<file path="config.mk">
export PLATFORM = sky130hd
export DESIGN_NAME = imem_loader
export DESIGN_NICKNAME = d
export VERILOG_FILES = /design/src/rtl/imem_loader.sv
export SDC_FILE = /design/constraint.sdc
export NUM_CORES = 1
export LEC_CHECK = 0
export CORE_MARGIN = 2
export CORE_UTILIZATION = 40
export DETAILED_ROUTE_END_ITERATION = 12
export DONT_BUFFER_PORTS = 1
export PLACE_DENSITY = 0.56
export SLEW_MARGIN = 40
export SYNTH_ARGS = -nofsm -noshare
export SYNTH_HDL_FRONTEND = slang
export SYNTH_SLANG_ARGS = --single-unit
</file>
<file path="constraint.sdc">
create_clock -name clk -period 6 [get_ports clk]
set_input_delay 0.6 -clock clk [delete_from_list [all_inputs] [get_ports clk]]
set_output_delay 0.6 -clock clk [all_outputs]
set_load 0.005 [all_outputs]
</file>
<file path="src/rtl/imem_loader.sv">
// imem_loader: receives a byte stream (MSB of each word first) and writes the
// assembled 32-bit words into instruction memory, stalling the CPU meanwhile.
// Optional feature macro: IMEM_CHECKSUM_EN adds a running modulo-2^32 sum of
// written words on the checksum output; without it checksum is tied to zero.
module imem_loader #(
    parameter int MEM_WORDS = 256
) (
    input  logic        clk,
    input  logic        rst_n,
    input  logic        start,
    input  logic [31:0] base_addr,
    input  logic [15:0] word_count,
    input  logic        byte_valid,
    input  logic [7:0]  byte_data,
    output logic        byte_ready,
    output logic        im_we,
    output logic [31:0] im_addr,
    output logic [31:0] im_wdata,
    output logic        busy,
    output logic        cpu_stall,
    output logic        done,
    output logic        err,
    output logic [31:0] checksum
);

    typedef enum logic [1:0] {
        S_IDLE  = 2'd0,
        S_RECV  = 2'd1,
        S_WRITE = 2'd2,
        S_DONE  = 2'd3
    } state_t;

    localparam logic [32:0] MEM_WORDS_C = 33'(MEM_WORDS);

    state_t      state_q, state_d;
    logic [31:0] base_q, base_d;
    logic [15:0] count_q, count_d;
    logic [15:0] index_q, index_d;
    logic [1:0]  bcnt_q, bcnt_d;
    logic [23:0] word_q, word_d;
    logic        byte_ready_q, byte_ready_d;
    logic        im_we_q, im_we_d;
    logic [31:0] im_addr_q, im_addr_d;
    logic [31:0] im_wdata_q, im_wdata_d;
    logic        busy_q, busy_d;
    logic        done_q, done_d;
    logic        err_q, err_d;

    logic [32:0] span_s;
    logic        illegal_s;
    logic [16:0] index_inc_s;
    logic        xfer_s;
    logic        start_acc_s;

    // Range/alignment check of a requested load (33-bit sum so nothing wraps)
    always_comb begin
        span_s    = {3'b000, base_addr[31:2]} + {17'd0, word_count};
        illegal_s = (base_addr[1:0] != 2'b00) || (span_s > MEM_WORDS_C);
    end

    // Next-state, datapath and registered-output decode
    always_comb begin
        state_d     = state_q;
        base_d      = base_q;
        count_d     = count_q;
        index_d     = index_q;
        bcnt_d      = bcnt_q;
        word_d      = word_q;
        im_addr_d   = im_addr_q;
        im_wdata_d  = im_wdata_q;
        err_d       = err_q;
        start_acc_s = 1'b0;
        xfer_s      = byte_ready_q && byte_valid;
        index_inc_s = {1'b0, index_q} + 17'd1;
        case (state_q)
            S_IDLE: begin
                if (start) begin
                    start_acc_s = 1'b1;
                    base_d      = base_addr;
                    count_d     = word_count;
                    index_d     = 16'd0;
                    bcnt_d      = 2'd0;
                    word_d      = 24'd0;
                    if (illegal_s) begin
                        err_d   = 1'b1;
                        state_d = S_DONE;
                    end else if (word_count == 16'd0) begin
                        err_d   = 1'b0;
                        state_d = S_DONE;
                    end else begin
                        err_d   = 1'b0;
                        state_d = S_RECV;
                    end
                end else begin
                    state_d = S_IDLE;
                end
            end
            S_RECV: begin
                if (xfer_s) begin
                    word_d = {word_q[15:0], byte_data};
                    bcnt_d = bcnt_q + 2'd1;
                    if (bcnt_q == 2'd3) begin
                        im_addr_d  = base_q + {14'd0, index_q, 2'b00};
                        im_wdata_d = {word_q, byte_data};
                        state_d    = S_WRITE;
                    end else begin
                        state_d = S_RECV;
                    end
                end else begin
                    state_d = S_RECV;
                end
            end
            S_WRITE: begin
                index_d = index_inc_s[15:0];
                if (index_inc_s == {1'b0, count_q}) begin
                    state_d = S_DONE;
                end else begin
                    state_d = S_RECV;
                end
            end
            S_DONE: begin
                state_d = S_IDLE;
            end
            default: begin
                state_d = S_IDLE;
            end
        endcase
        byte_ready_d = (state_d == S_RECV);
        im_we_d      = (state_d == S_WRITE);
        busy_d       = (state_d != S_IDLE);
        done_d       = (state_d == S_DONE);
    end

    // State and output registers with synchronous active-low reset
    always_ff @(posedge clk) begin
        if (!rst_n) begin
            state_q      <= S_IDLE;
            base_q       <= 32'd0;
            count_q      <= 16'd0;
            index_q      <= 16'd0;
            bcnt_q       <= 2'd0;
            word_q       <= 24'd0;
            byte_ready_q <= 1'b0;
            im_we_q      <= 1'b0;
            im_addr_q    <= 32'd0;
            im_wdata_q   <= 32'd0;
            busy_q       <= 1'b0;
            done_q       <= 1'b0;
            err_q        <= 1'b0;
        end else begin
            state_q      <= state_d;
            base_q       <= base_d;
            count_q      <= count_d;
            index_q      <= index_d;
            bcnt_q       <= bcnt_d;
            word_q       <= word_d;
            byte_ready_q <= byte_ready_d;
            im_we_q      <= im_we_d;
            im_addr_q    <= im_addr_d;
            im_wdata_q   <= im_wdata_d;
            busy_q       <= busy_d;
            done_q       <= done_d;
            err_q        <= err_d;
        end
    end

`ifdef IMEM_CHECKSUM_EN
    logic [31:0] checksum_q, checksum_d;

    // Running sum: cleared on a sampled start, accumulates each written word
    always_comb begin
        checksum_d = checksum_q;
        if (start_acc_s) begin
            checksum_d = 32'd0;
        end else if (state_q == S_WRITE) begin
            checksum_d = checksum_q + im_wdata_q;
        end else begin
            checksum_d = checksum_q;
        end
    end

    // Checksum register
    always_ff @(posedge clk) begin
        if (!rst_n) begin
            checksum_q <= 32'd0;
        end else begin
            checksum_q <= checksum_d;
        end
    end

    assign checksum = checksum_q;
`else
    logic unused_start_acc_s;
    assign unused_start_acc_s = start_acc_s;
    assign checksum           = 32'd0;
`endif

    assign byte_ready = byte_ready_q;
    assign im_we      = im_we_q;
    assign im_addr    = im_addr_q;
    assign im_wdata   = im_wdata_q;
    assign busy       = busy_q;
    assign cpu_stall  = busy_q;
    assign done       = done_q;
    assign err        = err_q;

endmodule

</file>
==> results of run 1 <==
layout make-up:
cell class              count  area (um^2)
well taps                 280          350
repair buffers              4         30.0
fillers                  2303        12300
clock inverters            15          183
inverters                  18         70.1
multi-input cells         930         5210
clock buffers              17          425
flip-flops and latches    161         3220
cell usage in the layout, fill, tap and decap left out, drive strengths merged, types with 17 or more instances in the layout:
cell type  synthesis  routed
nor3              17      17
conb               1      32
dfxtp            161     161
xnor2             33      33
nand3             52      52
a21oi            174     174
inv               18      25
nor2              58      58
clkbuf            51      17
nor4              18      18
xor2              18      18
o21ai             57      57
nand2            264     264
ha                34      34
stage by stage:
stage | std cells | hold slack (ns) | cell area [um^2] | worst slack (ns)
after global routing | 1425 | 0.287 | 9490 | 2.33
final | 1425 | 0.288 | 9490 | 2.64
after global placement | 1393 | 0.444 | 8870 | 2.36
after CTS | 1425 | 0.277 | 9490 | 2.61
after floorplan | 1212 | 0.432 | 9030 | 2.69
after detailed placement | 1393 | 0.447 | 8880 | 2.31
kinds of logic (layout without fill, tap and decap cells):
kind of cell    Yosys count  count (layout)
fa+ha+maj                36              36
flops                   161             161
compound gates          321             321
mux                       5               5
xor+xnor                 51              51
other cells               1              32
simple gates            485             485
buf+inv                 121              54
metal layers:
layer,GRT usage [%],vias up,share of wire [%]
met4,6.92,0,2.0
li1,-,3978,-
met1,28.7,3701,46
met3,6.29,31,7.7
met5,0,-,0
met2,31.2,226,44
registers in the layout (all words and copies together) (netlist names):
register / flops
word_q: 24
state_q: 2
base_q: 32
busy: 1
index_q: 16
byte_ready: 1
done: 1
bcnt_q: 2
err: 1
count_q: 16
im_wdata: 32
im_we: 1
im_addr: 32
power by group:
group          internal [mW]  switching [mW]
sequential              1.10          0.0316
combinational          0.106           0.201
clock                  0.566           0.527
final timing paths:
path	cells after the start	slack [ns]	endpoint	start
setup reg to reg	12	2.64	im_addr[28]	index_q[0]
hold reg to reg	2	0.45	word_q[21]	word_q[21]
hold / removal	2	0.29	im_wdata[7]	byte_data[7]
setup / recovery	12	2.64	im_addr[28]	index_q[0]
==> results by group, run 1 <==
Run status
  – Status: finished clean

Route
  – Starting DRT DRC Count: 649
  – DRT antenna net count: 0
  – DRC: 0
  – DR pass1 iterations: 5
  – Final WL: around 25 mm
  – WL/cell: around 18 um
  – Avg Vias per Cell: 5.57
  – Total number of vias: slightly below 8000

Finish
  – Layout cells sized above 1: 6.03%
  – Layout Nets: 1228
  – Layout area overhead: 6.45%
  – Final Core Density: a little over two fifths
  – # diodes: 0

Worst setup path
  – WP buf/inv: 1
  – Crit path max fanout: 10
  – Crit-path leading delay family: compound AO/OA/AOI/OAI gates
  – Startpoint types: flop
  – Slowest CP cell: dfxtp_1
  – Crit. End Element: flop
  – Setup CP Type: reg -> reg
  – Critical path's largest stage delay: 0.56 ns
  – Worst-path cell chain: ha_1 -> inv_1 -> fa_1 -> nor2b_1 -> o21ai_0 -> a21o_1 -> a211oi_1 -> o311ai_1 -> a21boi_1 -> nand4_1 -> xor2_1 -> a21oi_1
  – Worst path arrival time: ~3.6 ns
  – CP required: between 6 and 7 ns

Die
  – Core area: between 20000 and 25000 um^2
  – Cell row count: 54
  – Ports: roughly 160
  – Die Height: 153 um
  – Initial Util: 40.9%
  – Die W: 153 um
  – Die area: around 24000 um^2

Synthesis
  – Synth Instances: approximately 1200
  – Cell taking the most area after synthesis: dfxtp_1
  – Top post-synthesis cells by area: dfxtp_1 36%, nand2_1 11%, a21oi_1 9.7%
  – Synthesized area per cell: 7.55 um^2
  – Post-synthesis compound-gate area fraction: between 20% and 30%
  – Combinational family with the most area after synthesis: simple AND/OR/NAND/NOR gates
  – Synth Area in Simple Gates: between 20% and 30%
  – Top-count cell post-synth: nand2_1
  – Most instantiated cells after synthesis: 264 x nand2_1, 172 x a21oi_1, 161 x dfxtp_1
  – Multiplexer share of the synthesized area: 0.589%
  – Yosys warns: 0
  – Yosys top cell area share: between 30% and 40%
  – Synthesized area: slightly below 9000 um^2
  – Xor-xnor portion of the synthesized cell area: 5.01%
  – Adder-cell share of the synthesized area: 5.22%
  – Fraction of registers with async set/reset: 0%
  – Most used flip-flop cell after synthesis: dfxtp_1
  – Sequential area share after synthesis: a little over a third
  – Number of flops mapped to enable cells by yosys: 0
  – Synth cell types: between 80 and 90
  – Flops & latches, synth: 161

Place
  – RePlAce Congestion: ~0.88
  – IO Port Bufs: 0
  – DP HPWL: about 18 mm

GRT
  – First-pass GRT wire length: 39.8 mm
  – Total GRT Usage: 20.9%
  – Grt ovf: 0
  – Antenna violations before repair: 0
  – Largest net degree at the start of global routing: between 70 and 80
  – Vias in the first global route: slightly above 7000

Clock network
  – Depth of the CTS H-tree: 4
  – Postcts setup bufs: 0
  – CTS tree: built
  – Clock latency at the later pin of the worst-skew pair: between 0.4 and 0.5 ns
  – Clock-pin slew on the worst setup and hold paths: roughly 0.080 ns
  – Hold buffers post-CTS: 0
  – Clock Path Buffers: 2
  – Total CTS buffers: 17
  – CTS Root Cell: clkbuf_16
  – Resized Gates After CTS: 0
  – # clock sinks: 161

Timing
  – Fin. max-slew vios: 0
  – Setup tns final: 0 ns
  – Max transition margin: between 40% and 50%
  – Final Hold Fails: 0
  – RSZ-0062 raised after global routing: false
  – Skew final: ~0.013 ns
  – Worst-Margin Slew: 0.780 ns
  – Post-layout minimum cycle time: 3.36 ns
  – FMAX: just under 300 MHz
  – Crit share post-route: 56.0%
  – # setup viols final: 0

Power and ir drop
  – Power, Total: approximately 2.5 mW
  – Cell area power density: 266 nW/um^2
  – VDD IR-drop max: between 150 and 200 uV
  – Pleak: about 3.4 nW

Worst hold path
  – Min-delay worst type: in -> reg

Flow run
  – Maxcap violations: 0
Note: power is estimated with default switching activity, not from simulation.
==> inputs of run 2 (changes only) <==
--- a/config.mk
+++ b/config.mk
@@ -9,7 +9,7 @@
 export CORE_UTILIZATION = 40
 export DETAILED_ROUTE_END_ITERATION = 12
 export DONT_BUFFER_PORTS = 1
-export PLACE_DENSITY = 0.56
+export PLACE_DENSITY = 0.58
 export SLEW_MARGIN = 40
 export SYNTH_ARGS = -nofsm -noshare
 export SYNTH_HDL_FRONTEND = slang
==> constraint.sdc (replaced) <==
create_clock -name clk -period 3 [get_ports clk]
set_input_delay 0.3 -clock clk [delete_from_list [all_inputs] [get_ports clk]]
set_output_delay 0.3 -clock clk [all_outputs]
set_load 0.005 [all_outputs]
==> results by group, run 2 (synthesized netlist as in run 1, its figures left out) <==
Finish
  – Layout cells sized above 1: 9.23% (was 6.03%)
  – Final cell count without fillers: 1493 (was 1425)
  – # diodes: 0 (unchanged)
  – Layout filler cell count: 2246 (was 2303)
  – Register area: 3220 um^2 (unchanged)
  – Multi-input logic area: 5220 um^2 (was 5210 um^2)
  – Final Core Density: 46.3% (was 43.5%)
  – Most frequent cells in the layout: 263 x nand2_1, 172 x a21oi_1, 161 x dfxtp_1 (unchanged)
  – Layout Nets: 1296 (was 1228)
  – Layout area overhead: 13.4% (was 6.45%)
  – Most common cell after layout, fill and taps aside: nand2_1 (unchanged)

GRT
  – Grt ovf: 0 (unchanged)
  – Vias in the first global route: 7671 (was 7255)
  – Largest net degree at the start of global routing: 72 (was 74)
  – Antenna violations before repair: 0 (unchanged)
  – First-pass GRT wire length: 40.9 mm (was 39.8 mm)
  – Total GRT Usage: 21.3% (was 20.9%)

Timing
  – Worst-Margin Slew: 0.607 ns (was 0.780 ns)
  – Final Hold Fails: 0 (unchanged)
  – Crit share post-route: ~94%
  – Skew final: 0.0159 ns (was 0.0134 ns)
  – # setup viols final: 0 (unchanged)
  – Post-layout minimum cycle time: approximately 2.8 ns
  – Max transition margin: 59.5% (was 48.0%)
  – Fin. max-slew vios: 0 (unchanged)
  – Hold_ws: 0.0120 ns (was 0.288 ns)
  – Setup tns final: 0 ns (unchanged)
  – Worst setup margin: 0.171 ns (was 2.64 ns)
  – FMAX: ~350 MHz

Route
  – Met1 wire length: 11.9 mm (was 11.6 mm)
  – DRT antenna net count: 0 (unchanged)
  – WL met2: 11.0 mm (about the same)
  – Met3 wire len: 1.78 mm (was 1.92 mm)
  – DR top layer: met4 (unchanged)
  – DR pass1 iterations: 6 (was 5)
  – Avg Vias per Cell: 5.51 (was 5.57)
  – DRC: 0 (unchanged)
  – WL/cell: 16.8 um (was 17.5 um)
  – Starting DRT DRC Count: 513 (was 649)
  – Total number of vias: 8222 (was 7936)
  – Final WL: 25.1 mm (was 25.0 mm)

Worst setup path
  – Startpoint types: input port (was flop)
  – Crit. End Element: flop (unchanged)
  – Slowest CP cell: fa_1 (was dfxtp_1)
  – Worst-path cell chain: ha_1 -> fa_1 -> a211oi_2 -> o21ai_1 -> o21ai_2 -> a31oi_1 -> or3_1 -> a221o_2 -> nor4_4 -> nand4_1 -> o211a_1 (was ha_1 -> inv_1 -> fa_1 -> nor2b_1 -> o21ai_0 -> a21o_1 -> a211oi_1 -> o311ai_1 -> a21boi_1 -> nand4_1 -> xor2_1 -> a21oi_1)
  – Crit-path leading delay family: compound AO/OA/AOI/OAI gates (unchanged)
  – Setup CP Type: in -> reg (was reg -> reg)
  – Critical path's largest stage delay: 0.42 ns (was 0.56 ns)
  – WP buf/inv: 0 (was 1)
  – Worst path arrival time: 3.16 ns (was 3.64 ns)
  – R2r setup slk: 0.22 ns (was 2.64 ns)
  – Crit path max fanout: 4 (was 10)
  – CP required: 3.33 ns (was 6.29 ns)

Place
  – Placement Setup Slack: -0.244 ns (was 2.31 ns)
  – RePlAce Congestion: 0.940 (was 0.880)
  – DP Cell Count: 1432 (was 1393)
  – DP HPWL: 18.5 mm (was 18.2 mm)
  – IO Port Bufs: 0 (unchanged)

Clock network
  – Clock-pin slew on the worst setup and hold paths: 0.07 ns (was 0.08 ns)
  – Total CTS buffers: 17 (unchanged)
  – CTS Root Cell: clkbuf_16 (unchanged)
  – # clock sinks: 161 (unchanged)
  – Clock Path Buffers: 2 (unchanged)
  – Depth of the CTS H-tree: 4 (unchanged)
  – CTS tree: built (unchanged)
  – Clock latency at the later pin of the worst-skew pair: 0.44 ns (was 0.43 ns)

Run status
  – Status: finished clean (unchanged)

Die
  – Die Height: 153 um (unchanged)
  – Ports: 162 (unchanged)
  – Die area: 23500 um^2 (unchanged)
  – Die W: 153 um (unchanged)
  – Cell row count: 54 (unchanged)
  – Core area: 21800 um^2 (unchanged)
  – Initial Util: 40.9% (unchanged)

Power and ir drop
  – VDD IR-drop max: 279 uV (was 174 uV)
  – Cell area power density: 509 nW/um^2 (was 266 nW/um^2)
  – Pleak: 3.73 nW (was 3.41 nW)

Worst hold path
  – Min-delay worst type: in -> reg (unchanged)

Flow run
  – Maxcap violations: 0 (unchanged)
==> run 2: cell count changes in the layout (fill, tap and decap cells not counted), sizes merged <==
cell,before,now
buf,4,44
dlygate4sd3,0,28
clkinvlp,1,0
inv,25,26
==> run 2: what timing repair did <==
action,in CTS,in global routing
endpoints found under the hold margin,46,0
endpoints found under the setup margin,4,9
resized for setup,1,4
buffers inserted,0,1
pin swaps,0,1
hold buffers,28,0
==> run 2: layer usage <==
layer  global-route usage, %  vias to the layer above
met5                       0                        -
met4                    5.82                        0
met3                    6.07                       38
met2                    32.3                      247
met1                    29.6                     3823
li1                        -                     4114
==> run 2: cell type report <==
type / count / share of cell area (%)
flip-flops and latches: 161 / 31.9
clock inverters: 15 / 1.82
clock buffers: 17 / 4.21
well taps: 280 / 3.47
inverters: 18 / 0.693
repair buffers: 72 / 6.29
multi-input cells: 930 / 51.6
==> run 2: worst paths after layout <==
kind | start | to | cells after the start
min reg2reg | word_q[19] | im_wdata[27] | 2
min | base_addr[31] | base_q[31] | 2
max reg2reg | index_q[9] | im_addr[22] | 11
max | base_addr[2] | err | 11
==> run 2: power breakdown <==
part           total (mW)  switching (mW)  internal, mW
clock network        2.19            1.06          1.14
logic               0.693           0.427         0.265
registers            2.26          0.0609          2.20
==> run 2: through the flow <==
step           instance area [um^2]  power (mW)
3_3_place_gp                   9190        2.95
6_report                      10100        5.14
4_1_cts                       10100        5.19
2_1_floorplan                  9030        2.82
5_1_grt                       10100        5.38
3_5_place_dp                   9190        2.95
==> run 2: worst register-to-register path: stages, from the launching register on <==
cell and delay (ns):
dfxtp_1 0.45, ha_1 0.30, a21o_1 0.18, a21o_1 0.19, nor4_1 0.37, a211oi_2 0.16
o311ai_1 0.40, a21boi_2 0.10, buf_4 0.17, nand2_1 0.08, xor2_1 0.18, a21oi_1 0.09
==> inputs of run 3 (changes only) <==
--- a/config.mk
+++ b/config.mk
@@ -6,10 +6,10 @@
 export NUM_CORES = 1
 export LEC_CHECK = 0
 export CORE_MARGIN = 2
-export CORE_UTILIZATION = 40
+export CORE_UTILIZATION = 30
 export DETAILED_ROUTE_END_ITERATION = 12
 export DONT_BUFFER_PORTS = 1
-export PLACE_DENSITY = 0.58
+export PLACE_DENSITY = 0.47
 export SLEW_MARGIN = 40
 export SYNTH_ARGS = -nofsm -noshare
 export SYNTH_HDL_FRONTEND = slang
==> results by group, run 3 (synthesized netlist as in run 1, its figures left out) <==
Run status
  – Status: finished clean (unchanged)

Finish
  – Layout cells sized above 1: 9.66% (was 9.23%)
  – Most frequent cells in the layout: 264 x nand2_1, 172 x a21oi_1, 161 x dfxtp_1 (was 263 x nand2_1, 172 x a21oi_1, 161 x dfxtp_1)
  – Layout area overhead: 16.5% (was 13.4%)
  – Layout Nets: 1315 (was 1296)
  – Most common cell after layout, fill and taps aside: nand2_1 (unchanged)
  – Final cell count without fillers: 1622 (was 1493)
  – Final Core Density: 35.2% (was 46.3%)
  – # diodes: 0 (unchanged)
  – Layout filler cell count: 3195 (was 2246)
  – Final Instance Area: 10400 um^2 (was 10100 um^2)

Route
  – DR pass1 iterations: 6 (unchanged)
  – Avg Vias per Cell: 5.10 (was 5.51)
  – DRT antenna net count: 0 (unchanged)
  – Starting DRT DRC Count: 620 (was 513)
  – Total number of vias: 8275 (was 8222)
  – WL/cell: 17.3 um (was 16.8 um)
  – DRC: 0 (unchanged)
  – Final WL: 28.0 mm (was 25.1 mm)

Timing
  – Setup tns final: 0 ns (unchanged)
  – Final Hold Fails: 0 (unchanged)
  – # setup viols final: 0 (unchanged)
  – RSZ-0062 raised after global routing: false
  – Post-layout minimum cycle time: 2.80 ns (was 2.83 ns)
  – Max transition margin: 53.9% (was 59.5%)
  – Crit share post-route: 93.3% (was 94.3%)
  – FMAX: 357 MHz (was 353 MHz)
  – Fin. max-slew vios: 0 (unchanged)
  – Skew final: 0.0121 ns (was 0.0159 ns)
  – Worst-Margin Slew: 0.690 ns (was 0.607 ns)

Worst setup path
  – Startpoint types: flop (was input port)
  – Critical path's largest stage delay: 0.55 ns (was 0.42 ns)
  – Crit path max fanout: 5 (was 4)
  – Worst path arrival time: 3.18 ns (was 3.16 ns)
  – Crit. End Element: flop (unchanged)
  – Reg-to-reg endpoint: state_q[1] (was im_addr[22])
  – CP required: 3.38 ns (was 3.33 ns)
  – Worst-path cell chain: ha_1 -> nand3_1 -> or4_1 -> nor2_2 -> xnor2_1 -> a2111oi_1 -> a31o_2 -> a211oi_1 -> a21oi_2 -> and2_1 (was ha_1 -> fa_1 -> a211oi_2 -> o21ai_1 -> o21ai_2 -> a31oi_1 -> or3_1 -> a221o_2 -> nor4_4 -> nand4_1 -> o211a_1)
  – Slowest CP cell: or4_1 (was fa_1)
  – Worst setup path end: state_q[1] (was err)
  – Reg2reg path depth: 10 (was 11)
  – R2r setup slk: 0.20 ns (was 0.22 ns)
  – Worst r2r src: index_q[1] (was index_q[9])
  – Setup CP Type: reg -> reg (was in -> reg)
  – Crit. Startpoint: index_q[1] (was base_addr[2])

GRT
  – First-pass GRT wire length: 44.5 mm (was 40.9 mm)
  – Largest net degree at the start of global routing: 73 (was 72)
  – Grt met2 use: 28.8% (was 32.3%)
  – Met1 Track Usage GR: 23.8% (was 29.6%)
  – Most Crowded Layer GR: met2 (unchanged)
  – GR Util met3: 5.15% (was 6.07%)
  – Vias in the first global route: 7991 (was 7671)
  – Total GRT Usage: 18.1% (was 21.3%)
  – Antenna violations before repair: 0 (unchanged)
  – Grt ovf: 0 (unchanged)

Die
  – Cell row count: 63 (was 54)
  – Core area: 29500 um^2 (was 21800 um^2)
  – Die Height: 176 um (was 153 um)
  – Ports: 162 (unchanged)
  – Die area: 31100 um^2 (was 23500 um^2)
  – Die W: 176 um (was 153 um)
  – Initial Util: 30.3% (was 40.9%)

Place
  – DP HPWL: 20.6 mm (was 18.5 mm)
  – IO Port Bufs: 0 (unchanged)
  – Placed instance area: 9390 um^2 (was 9190 um^2)
  – DP Cell Count: 1552 (was 1432)
  – RePlAce Congestion: 0.873 (was 0.940)

Power and ir drop
  – Cell area power density: 502 nW/um^2 (was 509 nW/um^2)
  – Power, Total: 5.22 mW (was 5.14 mW)
  – VDD IR-drop max: 419 uV (was 279 uV)
  – Pleak: 3.80 nW (was 3.73 nW)

Flow run
  – Maxcap violations: 0 (unchanged)

Clock network
  – Total CTS buffers: 17 (unchanged)
  – Clock latency at the later pin of the worst-skew pair: 0.44 ns (about the same)
  – # clock sinks: 161 (unchanged)
  – CTS tree: built (unchanged)
  – CTS Root Cell: clkbuf_16 (unchanged)
  – Clock-pin slew on the worst setup and hold paths: 0.07 ns (about the same)
  – Depth of the CTS H-tree: 4 (unchanged)
  – Clock Path Buffers: 2 (unchanged)

Worst hold path
  – Min-delay worst type: in -> reg (unchanged)
## run 3: cell type report
type                    instances  area, um^2  share of cell area [%]
well taps                     390         488                    4.70
multi-input cells             930        5220                    50.2
inverters                      18        72.6                   0.699
repair buffers                 91         791                    7.61
clock buffers                  19         453                    4.36
flip-flops and latches        161        3220                    31.0
clock inverters                13         144                    1.39
## run 3: routing by layer
layer	part of all wire [%]	wire length, um
met5	0	0
met4	1.4	394
met3	7.1	2000
met2	45	12600
met1	46	13000
## run 3: power by group
group,switching (mW),internal (mW)
Clock,1.00,1.22
Combinational,0.448,0.284
Sequential,0.0634,2.20
Total,1.52,3.70
## run 3: per-stage QoR
step                hold slack [ns]  worst slack (ns)
finish                       0.0161             0.200
global route                 0.0132            0.0123
CTS                      0.00000516             0.156
detailed placement            0.436            -0.180
global placement              0.428            -0.131
floorplan                     0.432            0.0138
## run 3: timing repair
| action | in CTS | in global routing |
|---|---|---|
| hold buffers | 38 | 0 |
| endpoints found under the setup margin | 0 | 7 |
| hold endpoints to repair | 59 | 0 |
| buffers inserted | 0 | 0 |
| resized for setup | 0 | 5 |
## run 3: worst min path at each step
stage / start / to / slack (ns) / depth (start not counted)
final: base_addr[31] / base_q[31] / 0.02 / 2
after global placement: rst_n / im_addr[10] / 0.43 / 1
after global routing: word_count[9] / count_q[9] / 0.01 / 2
after detailed placement: rst_n / state_q[1] / 0.44 / 1
after CTS: base_addr[26] / base_q[26] / 0.000005 / 2
after floorplan: base_q[0] / im_addr[0] / 0.43 / 2
## run 3: worst max-delay path: cells and delay by family (launching register included)
family / cells / cell delay, ns
compound gates: 4 / 0.97
flops: 1 / 0.40
xor+xnor: 1 / 0.10
simple gates: 4 / 0.99
fa+ha+maj: 1 / 0.29
